==> config.mk <==
export PLATFORM = sky130hd
export DESIGN_NAME = x25519_cop_ise_mc_flat
export DESIGN_NICKNAME = d
export VERILOG_FILES = /design/src/rtl/x25519_cop_ise_mc_if.sv /design/src/rtl/x25519_cop_ise_mc.sv /design/src/flat_wrapper.sv
export SDC_FILE = /design/constraint.sdc
export NUM_CORES = 2
export LEC_CHECK = 0
export CORE_MARGIN = 5
export CORE_UTILIZATION = 35
export CTS_CLUSTER_DIAMETER = 80
export DETAILED_ROUTE_END_ITERATION = 12
export MAX_ROUTING_LAYER = met4
export SLEW_MARGIN = 25
export SYNTH_ARGS = -nofsm -noshare
export SYNTH_HDL_FRONTEND = slang
export SYNTH_SLANG_ARGS = --single-unit
==> constraint.sdc <==
create_clock -name cop_clk -period 19.67 [get_ports cop_clk]
set_input_delay 1.967 -clock cop_clk [delete_from_list [all_inputs] [get_ports cop_clk]]
set_output_delay 1.967 -clock cop_clk [all_outputs]
set_load 0.02 [all_outputs]
==> src/rtl/x25519_cop_ise_mc_if.sv <==
// Co-processor port between the RV64 core and the X25519 multiply-add unit.
// The core drives the master side; the co-processor drives the slave side.
interface x25519_cop_ise_mc_if #(
  parameter int XLEN = 64
) ();
  logic            cop_valid;
  logic            cop_rdywr;
  logic            cop_ready;
  logic            cop_wait;
  logic            cop_wr;
  logic [31:0]     cop_insn;
  logic [XLEN-1:0] cop_rs1;
  logic [XLEN-1:0] cop_rs2;
  logic [XLEN-1:0] cop_rs3;
  logic [XLEN-1:0] cop_rd;

  modport master (
    output cop_valid, cop_rdywr, cop_insn, cop_rs1, cop_rs2, cop_rs3,
    input  cop_ready, cop_wait, cop_wr, cop_rd
  );

  modport slave (
    input  cop_valid, cop_rdywr, cop_insn, cop_rs1, cop_rs2, cop_rs3,
    output cop_ready, cop_wait, cop_wr, cop_rd
  );
endinterface

==> src/rtl/x25519_cop_ise_mc.sv <==
// Iterative maddlu/maddhu unit: acc = rs1*rs2 + rs3, MUL_W bits of rs2 per cycle,
// with a one-entry operand/result cache so the paired lo/hi instruction is free.
module x25519_cop_ise_mc #(
  parameter logic [1:0] ISE_V    = 2'b11,
  parameter int         XLEN     = 64,
  parameter int         MUL_W    = 16,
  parameter bit         CACHE_EN = 1'b1
) (
  input logic                cop_clk,
  input logic                cop_rst,
  x25519_cop_ise_mc_if.slave cop
);
  localparam int N  = XLEN / MUL_W;
  localparam int CW = (N > 1) ? $clog2(N) : 1;
  localparam int SW = $clog2(2 * XLEN);
  localparam int LW = $clog2(MUL_W);
  localparam int PW = XLEN + MUL_W;

  typedef enum logic [1:0] {IDLE, MUL, RESP} state_t;

  state_t              state, state_nxt;
  logic [XLEN-1:0]     rs1_q, rs2_q, rs3_q;
  logic [XLEN-1:0]     c_rs1, c_rs2, c_rs3;
  logic [2*XLEN-1:0]   acc, acc_nxt, c_res;
  logic [CW-1:0]       cnt;
  logic                op_hi, cache_vld;
  logic                hit, cache_hit, accept, last;
  logic [SW-1:0]       shamt;
  logic [MUL_W-1:0]    digit;
  logic [PW-1:0]       pp;
  logic                unused_insn;

  // funct[1]=insn[26] selects the undecoded pair, funct[0]=insn[25] picks lo/hi.
  assign hit = ISE_V[1] && (cop.cop_insn[6:0] == 7'b0101011) && !cop.cop_insn[26];
  assign unused_insn = ^{cop.cop_insn[31:27], cop.cop_insn[24:7]};

  assign cache_hit = CACHE_EN && cache_vld && (cop.cop_rs1 == c_rs1) &&
                     (cop.cop_rs2 == c_rs2) && (cop.cop_rs3 == c_rs3);
  assign accept    = (state == IDLE) && cop.cop_valid && hit;
  assign last      = (cnt == CW'(N - 1));

  // One MUL_W-bit digit of rs2 per cycle, partial product aligned to its weight.
  assign shamt   = SW'(cnt) << LW;
  assign digit   = MUL_W'(rs2_q >> shamt);
  assign pp      = PW'(rs1_q) * PW'(digit);
  assign acc_nxt = acc + ((2 * XLEN)'(pp) << shamt);

  always_ff @(posedge cop_clk or posedge cop_rst) begin
    // NOTE: sequential state uses non-blocking assignment so every register
    // samples pre-edge values regardless of statement order.
    if (cop_rst) state <= IDLE;
    else         state <= state_nxt;
  end

  always_comb begin
    // NOTE: default first so every path assigns state_nxt and no latch is inferred.
    state_nxt = state;
    unique case (state)
      IDLE:    if (accept) state_nxt = cache_hit ? RESP : MUL;
      MUL:     if (last) state_nxt = RESP;
      RESP:    if (cop.cop_rdywr) state_nxt = IDLE;
      default: state_nxt = IDLE;
    endcase
  end

  always_ff @(posedge cop_clk or posedge cop_rst) begin
    if (cop_rst) begin
      acc       <= '0;
      cnt       <= '0;
      op_hi     <= 1'b0;
      cache_vld <= 1'b0;
    end else if (accept) begin
      op_hi <= cop.cop_insn[25];
      cnt   <= '0;
      acc   <= cache_hit ? c_res : {{XLEN{1'b0}}, cop.cop_rs3};
    end else if (state == MUL) begin
      acc <= acc_nxt;
      cnt <= cnt + CW'(1);
      if (last && CACHE_EN) cache_vld <= 1'b1;
    end
  end

  // NOTE: operand copies and cache payload carry no reset; the valid bit and
  // the FSM guarantee they are written before being used.
  always_ff @(posedge cop_clk) begin
    if (accept && !cache_hit) begin
      rs1_q <= cop.cop_rs1;
      rs2_q <= cop.cop_rs2;
      rs3_q <= cop.cop_rs3;
    end
    if ((state == MUL) && last) begin
      c_rs1 <= rs1_q;
      c_rs2 <= rs2_q;
      c_rs3 <= rs3_q;
      c_res <= acc_nxt;
    end
  end

  assign cop.cop_wait  = (state == MUL);
  assign cop.cop_wr    = (state == RESP);
  assign cop.cop_rd    = (state != RESP) ? '0 :
                         op_hi ? acc[2*XLEN-1:XLEN] : acc[XLEN-1:0];
  assign cop.cop_ready = ~(cop.cop_wr & ~cop.cop_rdywr);
endmodule

==> src/flat_wrapper.sv <==
// flat-port wrapper written by rule: the top's interface ports become plain ports
module x25519_cop_ise_mc_flat 
#(
  parameter logic [1:0] ISE_V    = 2'b11,
  parameter int         XLEN     = 64,
  parameter int         MUL_W    = 16,
  parameter bit         CACHE_EN = 1'b1
)
  (cop_clk, cop_rst, cop_cop_valid, cop_cop_rdywr, cop_cop_insn, cop_cop_rs1, cop_cop_rs2, cop_cop_rs3, cop_cop_ready, cop_cop_wait, cop_cop_wr, cop_cop_rd);
  x25519_cop_ise_mc_if #(.XLEN(XLEN)) cop_i ();
  input logic cop_clk;
  input logic cop_rst;
  input wire logic [$bits(cop_i.cop_valid)-1:0] cop_cop_valid;
  input wire logic [$bits(cop_i.cop_rdywr)-1:0] cop_cop_rdywr;
  input wire logic [$bits(cop_i.cop_insn)-1:0] cop_cop_insn;
  input wire logic [$bits(cop_i.cop_rs1)-1:0] cop_cop_rs1;
  input wire logic [$bits(cop_i.cop_rs2)-1:0] cop_cop_rs2;
  input wire logic [$bits(cop_i.cop_rs3)-1:0] cop_cop_rs3;
  output wire logic [$bits(cop_i.cop_ready)-1:0] cop_cop_ready;
  output wire logic [$bits(cop_i.cop_wait)-1:0] cop_cop_wait;
  output wire logic [$bits(cop_i.cop_wr)-1:0] cop_cop_wr;
  output wire logic [$bits(cop_i.cop_rd)-1:0] cop_cop_rd;
  assign cop_i.cop_valid = cop_cop_valid;
  assign cop_i.cop_rdywr = cop_cop_rdywr;
  assign cop_i.cop_insn = cop_cop_insn;
  assign cop_i.cop_rs1 = cop_cop_rs1;
  assign cop_i.cop_rs2 = cop_cop_rs2;
  assign cop_i.cop_rs3 = cop_cop_rs3;
  assign cop_cop_ready = cop_i.cop_ready;
  assign cop_cop_wait = cop_i.cop_wait;
  assign cop_cop_wr = cop_i.cop_wr;
  assign cop_cop_rd = cop_i.cop_rd;
  x25519_cop_ise_mc #(.ISE_V(ISE_V), .XLEN(XLEN), .MUL_W(MUL_W), .CACHE_EN(CACHE_EN)) u_core (.cop_clk(cop_clk), .cop_rst(cop_rst), .cop(cop_i));
endmodule
# Word level (Yosys, flattened, before mapping)
# Index checks and enable logic that the tools add are counted.
[op_classes] n_eq_ne=11 n_mul=1 add_sub_neg=2 bitwise_logic=4 muxes=12 n_shift=2 reduce_logical=14
[ops] op="$mux 128" count=3
[ops] op="$eq 64x64->1" count=3
[ops] op="$add 128x128->128" count=1
[ops] op="$mux 64" count=2
[ops] op="$shl 80x6->128" count=1
[ops] op="$mul 64x16->80" count=1
[ops] op="$shr 64x6->16" count=1
[ops] op="$mux 2" count=6
[ops] op="$logic_and 1x1->1" count=8
[ops] op="$eq 7x6->1 const B" count=1
[ops] op="$pmux 2 s3" count=1
[ops] op="$reduce_and 3->1" count=2
[ops] op="$eq 2x2->1 const B" count=2
[ops] op="$ne 2x1->1 const B" count=2
[ops] op="$ne 2x2->1 const B" count=2
[ops] op="$not 1->1" count=3
[ops] op="$add 2x1->2 const B" count=1
[ops] op="$eq 2x1->1 const B" count=1
[ops] op="$logic_not 1->1" count=2
[ops] op="$logic_not 2->1" count=1
[ops] op="$reduce_bool 2->1" count=1
[ops] op="$and 1x1->1" count=1
[word_totals] regBits=646 output_inout_bits=67

# Depth between registers and ports, before layout
[depth] word_depth=7 ltp_mapped=47

# Worst setup path after synthesis
# OpenSTA, ideal clock, no wires.
[synth_path] kind="register to register" start="register u_core.cnt[0]" end="register u_core.c_res[118] (data pin)" path_slack_ns=8.887 path_buffers=5 path_stages_with_launch=45 required_time_ns=19.412 synth_period_minus_slack_ns=10.783 arrival_time_ns=10.525 path_cell_list="dfrtp_1 > clkbuf_1 > clkbuf_1 > mux4_2 > clkbuf_1 > clkbuf_1 > nand2_1 > fa_1 > inv_1 > fa_1 > inv_1 > fa_1 > inv_1 > fa_1 > fa_1 > inv_1 > fa_1 > inv_1 > [9 not listed] > nand3_1 > nand2_1 > mux2i_1 > a221oi_1 > ha_1 > nand2_1 > nor2_1 > nand2_1 > or3b_2 > o211ai_1 > a21oi_1 > o21bai_1 > a31oi_2 > o41ai_2 > a21o_1 > a21oi_4 > o21ai_1 > xnor2_1"
[synth_via] elab_chain_cells=4
[synth_lines] item="start, declared" line_no="x25519_cop_ise_mc.sv:25" text="logic [CW-1:0] cnt;"
[synth_lines] item="start signal, assigned" line_no="x25519_cop_ise_mc.sv:78" text="cnt <= cnt + CW'(1);"
[synth_lines] item="$shr 64x6->16" line_no="x25519_cop_ise_mc.sv:44" text="assign digit = MUL_W'(rs2_q >> shamt);"
[synth_lines] item="$mul 64x16->80" line_no="x25519_cop_ise_mc.sv:45" text="assign pp = PW'(rs1_q) * PW'(digit);"
[synth_lines] item="$shl 80x6->128 *" line_no="x25519_cop_ise_mc.sv:46" text="assign acc_nxt = acc + ((2 * XLEN)'(pp) << shamt);"
[synth_lines] item="$add 128x128->128 *" line_no="x25519_cop_ise_mc.sv:46"
[synth_lines] item="net u_core.acc_nxt[118]" line_no="x25519_cop_ise_mc.sv:24" text="logic [2*XLEN-1:0] acc, acc_nxt, c_res;"
[synth_lines] item="end signal, assigned" line_no="x25519_cop_ise_mc.sv:95" text="c_res <= acc_nxt;"
[synth_lines] item="end, declared" line_no="x25519_cop_ise_mc.sv:24"
# The timed path passes the listed nets; every way through them passes the cells marked *.
# A chain may end at the register's enable or synchronous reset.

# Final worst setup path
[layout_path] start="register u_core.cnt[0]" end="register u_core.c_res[113] (data pin)"
# The elaborated chain is that of the path after synthesis.

==> flow_metrics.tcl <==
set metrics [dict create \
    outcome "completed" \
    finalSetupViolations 0 \
    grt_max_degree 163 \
    clock_latency_ns 0.73 \
    worstSetupEndpointType "flop" \
    worstPathMaxFanout 43 \
    grt_pass1_vias 54928 \
    synth_edf_count 512 \
    syn_avg_cell_area_um2 9.63 \
    port_buffers 271 \
    cpMostUsedCell "fa_1" \
    multi_input_area_um2 42800 \
    post_cts.repair.setup_buffers 0 \
    maxCapViolCount 0 \
    yosys_warnings 0 \
    slew_headroom 0.199 \
    synth.cell_area_um2 67200 \
    final_nets 8399 \
    startpoint_type "flop" \
    overflow 0 \
    start_util 0.352 \
    num_io_pins 295 \
    crit_type "reg -> reg" \
    clockBufferDepth 3 \
    cp_slowest_cell "mux4_2" \
    worstPathRequired_ns 20.10 \
    yosysSeqAreaShare 0.279 \
    drt_pass1_iterations 6 \
    ys_ff_latch 646 \
    final_cell_mix "1117 x inv_1, 968 x nand2_1, 867 x fa_1" \
    slowest_delay_ns 0.91 \
    timing.fmax_mhz 70.5 \
    syn_to_final_growth_pct 11.3 \
    drive_gt1_frac 0.0387 \
    final_common_cell "inv_1" \
    core-area_um2 191000 \
    syn_inst 6975 \
    ys.flop_type "edfxtp_1" \
    row_count 160 \
    fillers 18901 \
    vias 53307 \
    dieArea_um2 201000 \
    grtUsageTotal 0.267 \
    period_share 0.721 \
    ys_async_sr_fraction 0.207 \
    grt_pass1_wl_um 381000 \
    setup_tns_ns 0 \
    cts_max_level 3 \
    root_buffer "clkbuf_16" \
    antenna_found_initial 16 \
    rsz0062_at_grt "false" \
    post_drt_wl_per_cell_um 27.4 \
    clkSlewWorstSetupHoldPaths_ns 0.07 \
    hold_viol_final 0 \
    cts-resized-gates 0 \
    die_y_um 448 \
    wl_um 264000 \
    die_w_um 448 \
    numCtsBuffers 72 \
    gp_congestion 0.992 \
    hpwl_um 210000 \
    drt_iter0_drc 5473 \
    synth.distinct_cells 101 \
    seqCellArea_um2 18700 \
    cts_tree "done" \
    critPathArrivalTime_ns 14.62 \
    synth_fp_nets 8350 \
    vias_per_cell 5.55 \
    drc 0 \
    worst_slew_pin_slew_ns 1.19 \
    cts_sinks 646 \
    finalCriticalPeriod_ns 14.19 \
    skew_ns 0.0727 \
    slew_viol_final 0 \
    antenna_left 0 \
    hold_path.class "reg -> reg" \
    cts_hold_buf 0 \
]
-- state kept, by name, summed over array words and instances, names as in the netlist --
name,cells
u_core.rs1_q,64
u_core.state,2
u_core.c_rs3,64
u_core.rs3_q,64
u_core.rs2_q,64
u_core.cnt,2
u_core.op_hi,1
u_core.c_res,128
u_core.c_rs1,64
u_core.acc,128
u_core.cache_vld,1
u_core.c_rs2,64
-- Yosys cell counts (16+ instances only) --
| library cell | count | area [um^2] |
|---|---|---|
| a211oi_1 | 16 | 120 |
| a21o_1 | 109 | 818 |
| a21oi_1 | 337 | 1690 |
| a221o_1 | 56 | 561 |
| a221oi_1 | 31 | 272 |
| a222oi_1 | 36 | 360 |
| a22o_1 | 24 | 210 |
| a22oi_1 | 38 | 285 |
| a31oi_1 | 29 | 181 |
| and2_1 | 364 | 2280 |
| buf_1 | 19 | 71.3 |
| buf_2 | 21 | 105 |
| clkbuf_1 | 331 | 1240 |
| dfrtp_1 | 134 | 3350 |
| edfxtp_1 | 512 | 15400 |
| fa_1 | 867 | 17400 |
| ha_1 | 280 | 3500 |
| inv_1 | 1119 | 4200 |
| mux2i_1 | 159 | 1590 |
| mux4_2 | 16 | 360 |
| nand2_1 | 968 | 3630 |
| nand2b_1 | 26 | 163 |
| nand3_1 | 64 | 320 |
| nand4_1 | 110 | 688 |
| nor2_1 | 346 | 1300 |
| nor3_1 | 42 | 210 |
| nor4_1 | 41 | 257 |
| o21a_1 | 40 | 300 |
| o21ai_0 | 193 | 966 |
| o21bai_1 | 58 | 435 |
| o22ai_1 | 53 | 332 |
| o2bb2ai_1 | 26 | 228 |
| xnor2_1 | 140 | 1230 |
| xor2_1 | 154 | 1350 |
-- metal layers --
metal,vias to the layer above,global-route usage,routed length (um)
li1,23029,-,-
met1,27496,0.332,104000
met2,2311,0.429,124000
met3,471,0.0327,17300
met4,0,0.141,17600
met5,-,-,0
-- final timing paths --
path	start	end	slack, ns	cells after the start
setup / recovery	u_core.cnt[0]	u_core.c_res[113]	5.48	38
hold / removal	u_core.rs3_q[19]	u_core.c_rs3[19]	0.39	0
setup reg to reg	u_core.cnt[0]	u_core.c_res[113]	5.48	38
hold reg to reg	u_core.rs3_q[19]	u_core.c_rs3[19]	0.39	0
max in group asynchronous	cop_rst	u_core.cnt[1]	16.73	3
min in group asynchronous	cop_rst	u_core.acc[92]	1.70	2
-- through the flow --
step                instance area (um^2)  setup WS [ns]  hold slack [ns]   util  cells
floorplan                          67200           8.89            0.400      -   6975
global placement                   72300           5.88            0.400  0.379   9460
detailed placement                 72300           5.87            0.405  0.379   9461
CTS                                74700           5.81            0.400  0.392   9594
global route                       74800           5.07            0.414  0.392   9601
finish                             74800           5.48            0.392  0.392   9607
-- critical path, delay by kind of cell (launching register included) --
| family | cells | cell delay [ns] |
|---|---|---|
| xor+xnor | 2 | 0.90 |
| buf+inv | 5 | 0.98 |
| flops | 1 | 0.79 |
| compound gates | 9 | 3.28 |
| simple gates | 12 | 2.70 |
| fa+ha+maj | 8 | 4.02 |
| mux | 2 | 1.07 |
-- logic make-up after synthesis --
kind of cell | count (synthesis) | share of synthesized area
compound gates | 1174 | 0.118
xor+xnor | 295 | 0.0386
fa+ha+maj | 1147 | 0.311
buf+inv | 1496 | 0.0842
flops | 646 | 0.279
mux | 181 | 0.0301
simple gates | 2036 | 0.140
-- area by class of cell --
class | instances | area share
diodes | 13 | 0.000435
repair buffers | 350 | 0.0447
clock buffers | 88 | 0.0256
flip-flops and latches | 646 | 0.251
clock inverters | 45 | 0.00743
multi-input cells | 4833 | 0.573
inverters | 1121 | 0.0565
well taps | 2511 | 0.0420
Power is left out: the tool's default activity adds up to more than one toggle a clock period on the data nets, which glitch-free logic cannot reach.
